**src/rtl/mode_ctrl_if.sv**
```systemverilog
// Button inputs and mode/pulse outputs of the mode controller.
// master: button source (panel/bench); slave: mode_ctrl.
interface mode_ctrl_if;
    logic       mode_btn;
    logic       set_btn;
    logic       inc_btn;
    logic [1:0] mode1;
    logic [1:0] mode2;
    logic       increase;
    logic       set;

    modport master (
        output mode_btn, set_btn, inc_btn,
        input  mode1, mode2, increase, set
    );

    modport slave (
        input  mode_btn, set_btn, inc_btn,
        output mode1, mode2, increase, set
    );
endinterface

```
**src/rtl/mode_ctrl.sv**
```systemverilog
// Clock mode controller: steps major/sub modes from three buttons, issues
// increment pulses with hold-to-repeat, and drops edit sub-modes after an
// idle timeout. All outputs are registered.
module mode_ctrl #(
    parameter int unsigned REPEAT_DELAY = 500,
    parameter int unsigned REPEAT_RATE  = 100,
    parameter int unsigned IDLE_TIMEOUT = 10000,
    parameter int unsigned CNT_W        = 16
) (
    input  logic        clk,
    input  logic        reset,
    mode_ctrl_if.slave  bus
);

    typedef enum logic [1:0] {
        M1_TIME  = 2'd0,
        M1_DATE  = 2'd1,
        M1_TIMER = 2'd2,
        M1_ALARM = 2'd3
    } mode1_t;

    // REP_DELAY waits for the first repeat, REP_RATE for each later one.
    typedef enum logic [1:0] {
        REP_OFF   = 2'd0,
        REP_DELAY = 2'd1,
        REP_RATE  = 2'd2
    } rep_t;

    localparam logic [CNT_W-1:0] C_DELAY_LAST = CNT_W'(REPEAT_DELAY - 1);
    localparam logic [CNT_W-1:0] C_RATE_LAST  = CNT_W'(REPEAT_RATE - 1);
    localparam logic [CNT_W-1:0] C_IDLE_LAST  = CNT_W'(IDLE_TIMEOUT - 1);
    localparam logic [CNT_W-1:0] C_ONE        = CNT_W'(1);

    logic             r_mode_d, r_set_d, r_inc_d;
    mode1_t           r_mode1;
    logic [1:0]       r_mode2;
    logic             r_increase, r_set;
    rep_t             r_rep_st;
    logic [CNT_W-1:0] r_rep_cnt, r_idle_cnt;

    logic             w_mode_p, w_set_p, w_inc_p;
    logic             w_edit, w_timeout, w_rep_hit;
    mode1_t           w_mode1;
    logic [1:0]       w_mode2;
    logic             w_increase, w_set;
    rep_t             w_rep_st;
    logic [CNT_W-1:0] w_rep_cnt, w_idle_cnt, w_rep_inc, w_idle_inc;

    // Press detection with mode > set > inc priority; losers are dropped.
    always_comb begin
        w_mode_p   = bus.mode_btn & ~r_mode_d;
        w_set_p    = bus.set_btn  & ~r_set_d & ~w_mode_p;
        w_inc_p    = bus.inc_btn  & ~r_inc_d & ~w_mode_p & ~w_set_p;
        w_edit     = (r_mode1 != M1_TIMER) && (r_mode2 != 2'd0);
        w_timeout  = w_edit && (r_idle_cnt == C_IDLE_LAST);
        w_rep_inc  = (r_rep_cnt  == '1) ? r_rep_cnt  : r_rep_cnt  + C_ONE;
        w_idle_inc = (r_idle_cnt == '1) ? r_idle_cnt : r_idle_cnt + C_ONE;
        w_rep_hit  = ((r_rep_st == REP_DELAY) && (r_rep_cnt == C_DELAY_LAST)) ||
                     ((r_rep_st == REP_RATE)  && (r_rep_cnt == C_RATE_LAST));
    end

    // Next mode, pulse and counter values. Counters and repeat state fall
    // back to zero/off unless a branch keeps them, which covers release,
    // mode changes and leaving edit state in one place.
    always_comb begin
        w_mode1    = r_mode1;
        w_mode2    = r_mode2;
        w_increase = 1'b0;
        w_set      = 1'b0;
        w_rep_st   = REP_OFF;
        w_rep_cnt  = '0;
        w_idle_cnt = '0;

        if (w_mode_p) begin
            case (r_mode1)
                M1_TIME:  w_mode1 = M1_DATE;
                M1_DATE:  w_mode1 = M1_TIMER;
                M1_TIMER: w_mode1 = M1_ALARM;
                default:  w_mode1 = M1_TIME;
            endcase
            w_mode2 = 2'd0;
        end else if (w_set_p) begin
            w_set = 1'b1;
            if (r_mode1 == M1_TIMER) begin
                w_mode2 = (r_mode2 == 2'd0) ? 2'd1 : 2'd0;
            end else begin
                case (r_mode2)
                    2'd0:    w_mode2 = 2'd1;
                    2'd1:    w_mode2 = 2'd2;
                    default: w_mode2 = 2'd0;
                endcase
            end
        end else if (w_inc_p) begin
            if (w_edit) begin
                w_increase = 1'b1;
                w_rep_st   = REP_DELAY;
            end
        end else if (w_timeout) begin
            w_mode2 = 2'd0;
        end else if (w_edit) begin
            w_idle_cnt = w_idle_inc;
            if (bus.inc_btn && (r_rep_st != REP_OFF)) begin
                if (w_rep_hit) begin
                    w_increase = 1'b1;
                    w_rep_st   = REP_RATE;
                    w_idle_cnt = '0;
                end else begin
                    w_rep_st  = r_rep_st;
                    w_rep_cnt = w_rep_inc;
                end
            end
        end
    end

    // State register; btn_d resets high so buttons held through reset
    // must be released before they count as a press.
    always_ff @(posedge clk or posedge reset) begin
        if (reset) begin
            r_mode_d   <= 1'b1;
            r_set_d    <= 1'b1;
            r_inc_d    <= 1'b1;
            r_mode1    <= M1_TIME;
            r_mode2    <= 2'd0;
            r_increase <= 1'b0;
            r_set      <= 1'b0;
            r_rep_st   <= REP_OFF;
            r_rep_cnt  <= '0;
            r_idle_cnt <= '0;
        end else begin
            r_mode_d   <= bus.mode_btn;
            r_set_d    <= bus.set_btn;
            r_inc_d    <= bus.inc_btn;
            r_mode1    <= w_mode1;
            r_mode2    <= w_mode2;
            r_increase <= w_increase;
            r_set      <= w_set;
            r_rep_st   <= w_rep_st;
            r_rep_cnt  <= w_rep_cnt;
            r_idle_cnt <= w_idle_cnt;
        end
    end

    assign bus.mode1    = r_mode1;
    assign bus.mode2    = r_mode2;
    assign bus.increase = r_increase;
    assign bus.set      = r_set;

endmodule

```
**src/flat_wrapper.sv**
```systemverilog
// flat-port wrapper written by rule: the top's interface ports become plain ports
module mode_ctrl_flat 
#(
    parameter int unsigned REPEAT_DELAY = 500,
    parameter int unsigned REPEAT_RATE  = 100,
    parameter int unsigned IDLE_TIMEOUT = 10000,
    parameter int unsigned CNT_W        = 16
)
  (clk, reset, bus_mode_btn, bus_set_btn, bus_inc_btn, bus_mode1, bus_mode2, bus_increase, bus_set);
  mode_ctrl_if bus_i ();
  input  logic clk;
  input  logic reset;
  input wire logic [$bits(bus_i.mode_btn)-1:0] bus_mode_btn;
  input wire logic [$bits(bus_i.set_btn)-1:0] bus_set_btn;
  input wire logic [$bits(bus_i.inc_btn)-1:0] bus_inc_btn;
  output wire logic [$bits(bus_i.mode1)-1:0] bus_mode1;
  output wire logic [$bits(bus_i.mode2)-1:0] bus_mode2;
  output wire logic [$bits(bus_i.increase)-1:0] bus_increase;
  output wire logic [$bits(bus_i.set)-1:0] bus_set;
  assign bus_i.mode_btn = bus_mode_btn;
  assign bus_i.set_btn = bus_set_btn;
  assign bus_i.inc_btn = bus_inc_btn;
  assign bus_mode1 = bus_i.mode1;
  assign bus_mode2 = bus_i.mode2;
  assign bus_increase = bus_i.increase;
  assign bus_set = bus_i.set;
  mode_ctrl #(.REPEAT_DELAY(REPEAT_DELAY), .REPEAT_RATE(REPEAT_RATE), .IDLE_TIMEOUT(IDLE_TIMEOUT), .CNT_W(CNT_W)) u_core (.clk(clk), .reset(reset), .bus(bus_i));
endmodule
```
**config.mk**
```make
export PLATFORM = sky130hd
export DESIGN_NAME = mode_ctrl_flat
export DESIGN_NICKNAME = d
export VERILOG_FILES = /design/src/rtl/mode_ctrl_if.sv /design/src/rtl/mode_ctrl.sv /design/src/flat_wrapper.sv
export SDC_FILE = /design/constraint.sdc
export NUM_CORES = 1
export LEC_CHECK = 0
export CORE_MARGIN = 2
export CORE_UTILIZATION = 35
export CTS_BUF_LIST = sky130_fd_sc_hd__clkbuf_8
export DETAILED_ROUTE_END_ITERATION = 16
export PLACE_DENSITY_LB_ADDON = 0.15
export SYNTH_ARGS = -nofsm -noshare
export SYNTH_HDL_FRONTEND = slang
export SYNTH_SLANG_ARGS = --single-unit
```
**constraint.sdc**
```tcl
create_clock -name clk -period 2.58 [get_ports clk]
set_clock_uncertainty 0.2 [all_clocks]
set_input_delay 0.516 -clock clk [delete_from_list [all_inputs] [get_ports clk]]
set_output_delay 0.516 -clock clk [all_outputs]
set_load 0.05 [all_outputs]
```
# Word-level counts from Yosys, hierarchy flattened
# Cells that the tools add are included.
# op_classes
add_sub_neg	2
mul	0
muxes	42
div_mod_pow	0
n_bitwise	11
shift	0
n_eq_ne	14
n_reduce_logical	12
n_lt_le_gt_ge	0
# op_table
cell	n
$mux 16	16
$add 16x1->16 const B	2
$eq 16x16->1 const B	2
$mux 2	12
$eq 16x14->1 const B	1
$eq 16x7->1 const B	1
$eq 16x9->1 const B	1
$mux 1	12
$ne 8x5->1 const B	1
$ne 7x4->1 const B	1
$and 1x1->1	6
$eq 2x1->1 const B	3
$pmux 2 s3	1
$logic_and 1x1->1	5
$not 1->1	5
$eq 2x2->1 const B	2
$logic_not 2->1	2
$pmux 2 s2	1
$reduce_bool 2->1	2
$ne 3x1->1 const B	1
$reduce_bool 3->1	1
$ne 2x2->1 const B	1
$reduce_and 2->1	1
$logic_or 1x1->1	1
# word_totals
latch_bits	0
romBits	0
word_cells	91
mem_count	0
reg_bits	43
output_inout_bits	6
mem_bits_rw	0
input_bits	5

# Longest topological paths before layout
# Gate-level depths: netlist of the first run.
# depth
depth_word	10
ltp_mapped	8
ltp_nobuf	8

# Worst setup path before layout of the first run
# Ideal clock, no wire load.
# synth_timing
path_kind	reg-to-reg
from	register u_core.r_mode1[0] (netlist: u_core.bus.mode1[0])
to	register u_core.r_rep_cnt[13]
path_stages_with_launch	9
setup_time_ns	0.066
path_buffers	0
required_time_ns	2.314
slack_ns	-0.378
period_less_slack_ns	2.958
t_arrival_ns	2.692
cell_sequence	dfrtp_1 inv_1 ha_1 o21bai_1 nor3b_2 or4b_4 or2_1 or4_1 nand2_1
# synth_between
elab_chain_cells	7
elab_cells_between_ends	9
cone_classes	2 x eq/ne; 5 x mux; 2 x reduce/logical
# synth_lines
element	line_no	source
start: declaration	mode_ctrl.sv:35	mode1_t r_mode1;
start signal: assignment	mode_ctrl.sv:133	r_mode1 <= w_mode1;
$ne 2x2->1 *	mode_ctrl.sv:54	w_edit = (r_mode1 != M1_TIMER) && (r_mode2 != 2'd0);
$logic_and 1x1->1 *	mode_ctrl.sv:54	
$mux 16 / $logic_and 1x1->1 (equally long branches)	mode_ctrl.sv:100, mode_ctrl.sv:55	
$mux 16	mode_ctrl.sv:98	end else if (w_timeout) begin
$mux 16	mode_ctrl.sv:93	end else if (w_inc_p) begin
$mux 16	mode_ctrl.sv:82	end else if (w_set_p) begin
$mux 16	mode_ctrl.sv:74	if (w_mode_p) begin
end signal: assignment	mode_ctrl.sv:138	r_rep_cnt <= w_rep_cnt;
end: declaration	mode_ctrl.sv:39	logic [CNT_W-1:0] r_rep_cnt, r_idle_cnt;
# Every way passes the cells marked *; elsewhere a longest branch is shown, timed or not.
# A chain may end at the register's enable or synchronous reset.

# Worst setup path in the final report of the first run
# layout_timing
from	register u_core.r_mode1[1] (netlist: u_core.bus.mode1[1])
to	register u_core.r_rep_cnt[8]
# The elaborated chain is that of the path after synthesis.

==> metrics, run 1 <==
top fanout value on the critical path 4; iteration count of the initial detailed-routing pass 4; maximum level of the CTS H-tree 2; DRC violations left 0; first-pass GRT wire length 8350 um; Site Rows 29; Post-Syn Area 2270 sq um; Final HPWL DP 3540 um; Worst Hold Path Cells 2; effective utilization at floorplan 35.9%; largest net degree at the start of global routing 28; power consumption 1.45 mW; path category of the worst min-delay check input pin to register; critical path data arrival time 2.56 ns; dominant register cell in the synthesized netlist sky130_fd_sc_hd__dfrtp_1; MaxCap Viol Count 0; number of clock sinks 43; fraction of registers with async set or reset after synthesis 100%; end point of the worst hold path u_core.r_mode_d; commonest non-fill, non-tap cells in the layout sky130_fd_sc_hd__nor2_1, sky130_fd_sc_hd__dfrtp_1, sky130_fd_sc_hd__buf_4; total power per unit cell area 519 nW/um^2; final estimated routing congestion in global placement 0.815; cell types occupying the most area after synthesis sky130_fd_sc_hd__dfrtp_1, sky130_fd_sc_hd__nor2_1, sky130_fd_sc_hd__xor2_1, sky130_fd_sc_hd__o21ai_0, sky130_fd_sc_hd__dfstp_2; total inserted antenna cells 0; largest family of logic cells by synthesized area simple AND/OR/NAND/NOR gates; Die Span X 84.5 um; First DRT Iteration DRCs 75; worst hold path startpoint bus_mode_btn; number of distinct standard cells referenced by the synthesized netlist 45; master cell of the clock root buffer sky130_fd_sc_hd__clkbuf_8; fin. max-slew vios 0; Avg Inst Size Synth 9.29 sq um; post-synthesis cell count 244; result of the run completed; capturing point of the worst reg2reg path u_core.r_rep_cnt[8]; total leakage power 1.16 nW; DIE HEIGHT 84.5 um; post-synthesis mux area share 0.883%; Clk Latency, worst-skew pair 0.30 ns; worst reg2reg startpoint u_core.bus.mode1[1]; total number of vias 1841; count of antenna-violating nets left after detailed routing 0; highest clock frequency the design can meet 396 MHz; drt wl/cell 13.2 um; antenna violations before repair 0; element type at the critical path start register; unrepaired setup endpoints after global routing yes; portion of synthesized cell area occupied by the leading cell type 44.2%; endpoints failing hold 0; tightest slew margin relative to the limit 65.0%; fraction of the mapped netlist area in adder cells 2.21%; placeable core region 6310 sq um; critical path required time 2.61 ns; sum of routed wire length over all layers 4770 um; count of hold-fix buffers inserted at cts 0; maximum clock path buffer count 2; clock tree from TritonCTS built; net count after synthesis 253; number of CTS-inserted buffers 5; sequential-to-total area share from yosys stat 47.7%; Cell Count, Final, Fillers Out 360; area overhead of the layout relative to synthesis 23.1%; area fraction in compound gates after synthesis 10.4%; area share of xor/xnor cells in the synthesized design 6.96%; R2R cell count 7; drt via density 5.11; Crit. End Element register; nets 291; Final Cycle Share 97.9%; number of global-route vias before repair 1798; Max VDD drop 0.409 mV; total global-route track usage 14.6%; start point of the critical path u_core.bus.mode1[1]; area share of and/or/nand/nor cells after synthesis 29.5%; fin crit period 2.53 ns; final setup violation count 0; Overflow after GRT 0; placed cells 351; buffers added on ports 10; Synth Register Bits 43; Synth area leader sky130_fd_sc_hd__dfrtp_1; total I/O pin count 11; clock transition time at the flip-flop clock pins of the worst setup and hold paths 0.08 ns; overall die area 7130 sq um; Post-Route Hold Slack 0.278 ns; share of final-layout standard cells stronger than drive strength 1 19.8%; Setup Crit Path Kind register to register; number of synthesized flops with an enable pin 0; transition time at the pin with the least slew margin 0.521 ns; most common cell after layout, fill and taps aside sky130_fd_sc_hd__nor2_1; setup slack, reg-to-reg 0.05 ns; count of yosys warnings during synthesis 0
## sequential cells by signal (all words and copies together) (netlist names)
name and cells:
u_core.r_mode_d 1, u_core.r_set_d 1, u_core.bus.set 1, u_core.r_rep_cnt 16, u_core.bus.mode1 2, u_core.bus.mode2 2, u_core.r_idle_cnt 16, u_core.r_rep_st 2
u_core.bus.increase 1, u_core.r_inc_d 1
## synth_stat cells, drive strengths merged, types with 2 or more instances
cell type,n
inv,7
nand2,20
a21oi,6
o211ai,3
a22o,2
and3,4
dfrtp,40
o21ai,18
xnor2,7
and4,3
nand4,6
nor3b,4
xor2,11
clkbuf,5
or3,8
buf,2
or4b,3
nor4b,2
mux2i,2
nand3,15
ha,4
nor3,4
nor2,40
or4,5
or2,2
a21o,2
nor4,4
nand2b,2
dfstp,3
## power by group
part	total, mW	internal, mW	switching (mW)
Sequential	0.735	0.706	0.0288
Clock	0.418	0.185	0.233
Combinational	0.296	0.121	0.175
Total	1.45	1.01	0.436
## layout make-up
| class | count | area, sq um |
|---|---|---|
| clock buffer | 5 | 68.8 |
| clock inverter | 3 | 16.3 |
| fill | 626 | 3520 |
| inverter | 7 | 26.3 |
| multi-input combinational | 187 | 1170 |
| sequential | 43 | 1080 |
| tap | 77 | 96.3 |
| timing repair buffer | 38 | 325 |
## critical path, stage by stage (launching register included)
cell	delay [ns]
sky130_fd_sc_hd__dfrtp_2	0.44
sky130_fd_sc_hd__ha_4	0.18
sky130_fd_sc_hd__o21bai_4	0.17
sky130_fd_sc_hd__nor3b_2	0.21
sky130_fd_sc_hd__or4b_4	0.49
sky130_fd_sc_hd__or2_4	0.25
sky130_fd_sc_hd__or4_1	0.46
sky130_fd_sc_hd__nand2_1	0.07
## worst max path at each step
stage / slack, ns / to
6_report: 0.05 / u_core.r_rep_cnt[8]
5_1_grt: -0.02 / u_core.r_rep_cnt[8]
4_1_cts: 0.008 / u_core.r_rep_cnt[8]
3_5_place_dp: -0.28 / u_core.r_rep_cnt[8]
3_3_place_gp: -0.19 / u_core.r_rep_cnt[8]
2_1_floorplan: -0.10 / u_core.r_rep_cnt[13]
## per-layer routing
layer  part of all wire (%)  track usage [%]
met1                     50             18.8
met2                     45             23.7
met3                    3.1             3.05
met4                    2.1             6.20
met5                      0                0
## cell families (layout without fill, tap and decap cells)
family / after synthesis / after routing
compound gates: 37 / 37
xor+xnor: 18 / 18
fa+ha+maj: 4 / 4
buf+inv: 14 / 53
flops: 43 / 43
mux: 2 / 2
simple gates: 126 / 126
## stage by stage
step	util, %	area, sq um	worst slack, ns	TNS (ns)
6_report	44.2	2790	0.0533	0
5_1_grt	44.2	2790	-0.0225	-0.0225
4_1_cts	43.8	2760	0.00766	0
3_5_place_dp	42.4	2680	-0.276	-2.30
3_3_place_gp	42.4	2680	-0.194	-1.79
2_1_floorplan	-	2290	-0.104	-0.207
## repair_timing
item | 4_1_cts | 5_1_grt
pin swaps | 0 | 1
gates resized for setup | 1 | 6
buffers inserted | 0 | 1
endpoints found under the setup margin | 11 | 6
No activity file was read; power rests on OpenSTA's default activity.
==> inputs of run 2 (changes only) <==
- CORE_MARGIN: 2 -> 1
- SETUP_SLACK_MARGIN: unset -> 0.15
==> metrics, run 2 (synthesized netlist as in run 1, its figures left out) <==
Crit. End Element register; Worst Hold Path Cells 1; most common cell after layout, fill and taps aside sky130_fd_sc_hd__dfrtp_1; First DRT Iteration DRCs 101; Setup Crit Path Kind register to register; transition time at the pin with the least slew margin 0.553 ns; sum of routed wire length over all layers 5260 um; cell with the largest stage delay on the worst path sky130_fd_sc_hd__or4b_4; power share of the sequential group 47.5%; crit-path max cell delay 0.49 ns; logic gate share of total power 22.1%; maximum clock path buffer count 2; nets 301; element type at the critical path start register; setup slack, reg-to-reg 0.06 ns; switching share of total power 28.5%; clock tree from TritonCTS built; Clk Latency, worst-skew pair 0.30 ns; Final Cycle Share 97.8%; capturing point of the worst reg2reg path u_core.r_rep_cnt[13]; Site Rows 28; iteration count of the initial detailed-routing pass 4; final setup violation count 0; summed negative setup slack over all endpoints 0 ns; antenna violations before repair 0; Max VDD drop 0.417 mV; effective utilization at floorplan 37.2%; leading registers by flop count u_core.r_idle_cnt (16), u_core.r_rep_cnt (16); R2R cell count 7; cell type group with the largest total delay on the critical path simple AND/OR/NAND/NOR gates; number of global-route vias before repair 1814; critical path required time 2.62 ns; Post-Route Hold Slack 0.277 ns; count of antenna-violating nets left after detailed routing 0; drt via density 5.29; result of the run completed; worst path setup slack after routing 0.0556 ns; count of buffering cells on the critical path with inverters included 0; MaxCap Viol Count 0; number of clock sinks 43; total inserted antenna cells 0; clock network fraction of design power 30.4%; share of final-layout standard cells stronger than drive strength 1 28.0%; largest net degree at the start of global routing 44; total global-route track usage 16.7%; drt wl/cell 14.3 um; DRC violations left 0; switching power 0.438 mW; master cell of the clock root buffer sky130_fd_sc_hd__clkbuf_8; worst reg2reg startpoint u_core.r_idle_cnt[1]; path category of the worst min-delay check input pin to register; total number of vias 1948; total I/O pin count 11; end point of the worst hold path u_core.r_mode_d; worst slack, placed -0.284 ns; fin. max-slew vios 0; Layout fillers 590; placeable core region 6100 sq um; worst-path cell chain ha_2 -> and4b_1 -> and4_4 -> or4b_4 -> or2_4 -> or4_4 -> nand2_2; Final HPWL DP 3490 um; area overhead of the layout relative to synthesis 32.2%; Critical Path Stages 7; first-pass GRT wire length 8480 um; critical path data arrival time 2.57 ns; number of CTS-inserted buffers 5; total leakage power 1.21 nW; tightest slew margin relative to the limit 63.1%; power consumption 1.54 mW; clock transition time at the flip-flop clock pins of the worst setup and hold paths 0.08 ns; endpoints failing hold 0; top fanout value on the critical path 3; highest clock frequency the design can meet 396 MHz; maximum level of the CTS H-tree 2; buffers added on ports 10; commonest non-fill, non-tap cells in the layout sky130_fd_sc_hd__dfrtp_1, sky130_fd_sc_hd__nor2_1, sky130_fd_sc_hd__buf_4; DIE HEIGHT 82.5 um; Internal Pwr Total 1.10 mW; count of hold-fix buffers inserted at cts 0; Overflow after GRT 0; overall die area 6800 sq um; Die Span X 82.5 um; fin crit period 2.52 ns; unrepaired setup endpoints after global routing yes; final estimated routing congestion in global placement 0.822; worst hold path startpoint bus_mode_btn; total power per unit cell area 513 nW/um^2
-- run 2: changes by cell type in the layout (fill, tap and decap cells not counted), sizes merged --
cell / previous run / this run
o21ai: 18 / 19
clkinvlp: 1 / 0
dlymetal6s2s: 1 / 0
buf: 28 / 36
dlygate4sd2: 0 / 1
inv: 8 / 7
clkbuf: 5 / 8
-- run 2: power groups by stage --
stage | clock network [mW] | registers (mW) | logic (mW)
finish | 0.467 | 0.731 | 0.339
global route | 0.513 | 0.738 | 0.373
CTS | 0.486 | 0.731 | 0.323
detailed placement | 0 | 0.745 | 0.289
global placement | 0 | 0.745 | 0.287
floorplan | 0 | 0.819 | 0.115
-- run 2: worst max-delay path by stage --
stage / from / to / slack, ns
6_report: u_core.r_idle_cnt[1] / u_core.r_rep_cnt[13] / 0.06
5_1_grt: u_core.r_idle_cnt[1] / u_core.r_rep_cnt[8] / -0.02
4_1_cts: u_core.r_idle_cnt[1] / u_core.r_rep_cnt[13] / 0.06
3_5_place_dp: bus_mode_btn / u_core.r_rep_cnt[13] / -0.28
3_3_place_gp: bus_mode_btn / u_core.r_rep_cnt[13] / -0.21
2_1_floorplan: u_core.bus.mode1[0] / u_core.r_rep_cnt[13] / -0.10
-- run 2: through the flow --
step	util (%)	instances	area [sq um]
5_1_grt	49.1	368	3000
3_3_place_gp	43.4	346	2650
6_report	49.1	368	3000
4_1_cts	46.2	362	2810
3_5_place_dp	43.4	346	2650
2_1_floorplan	-	244	2310
-- run 2: worst register-to-register path, cell delays in order (launching register included) --
cell,delay [ns]
sky130_fd_sc_hd__dfrtp_1,0.39
sky130_fd_sc_hd__ha_2,0.20
sky130_fd_sc_hd__and4b_1,0.21
sky130_fd_sc_hd__and4_4,0.21
sky130_fd_sc_hd__or4b_4,0.49
sky130_fd_sc_hd__or2_4,0.25
sky130_fd_sc_hd__or4_4,0.48
sky130_fd_sc_hd__nand2_2,0.06
-- run 2: timing repair --
action                                  CTS  global route
buffers inserted                          8             4
pin swaps                                 3            12
endpoints found under the setup margin   16            29
cloned                                    0             2
gates resized for setup                   4            31
-- run 2: area by class of cell --
type / instances / area [sq um] / share of cell area (%)
multi-input cells: 188 / 1280 / 42.7
well taps: 75 / 93.8 / 3.13
repair buffers: 47 / 413 / 13.8
inverters: 7 / 26.3 / 0.877
flip-flops and latches: 43 / 1080 / 36.1
clock inverters: 1 / 3.75 / 0.125
clock buffers: 7 / 96.3 / 3.22
-- run 2: routing by layer --
layer	GRT usage, %	vias up	wire (um)
met5	0	-	0
met4	5.26	0	90
met3	3.30	8	171
met2	25.1	28	2350
met1	24.1	947	2650
li1	-	965	-
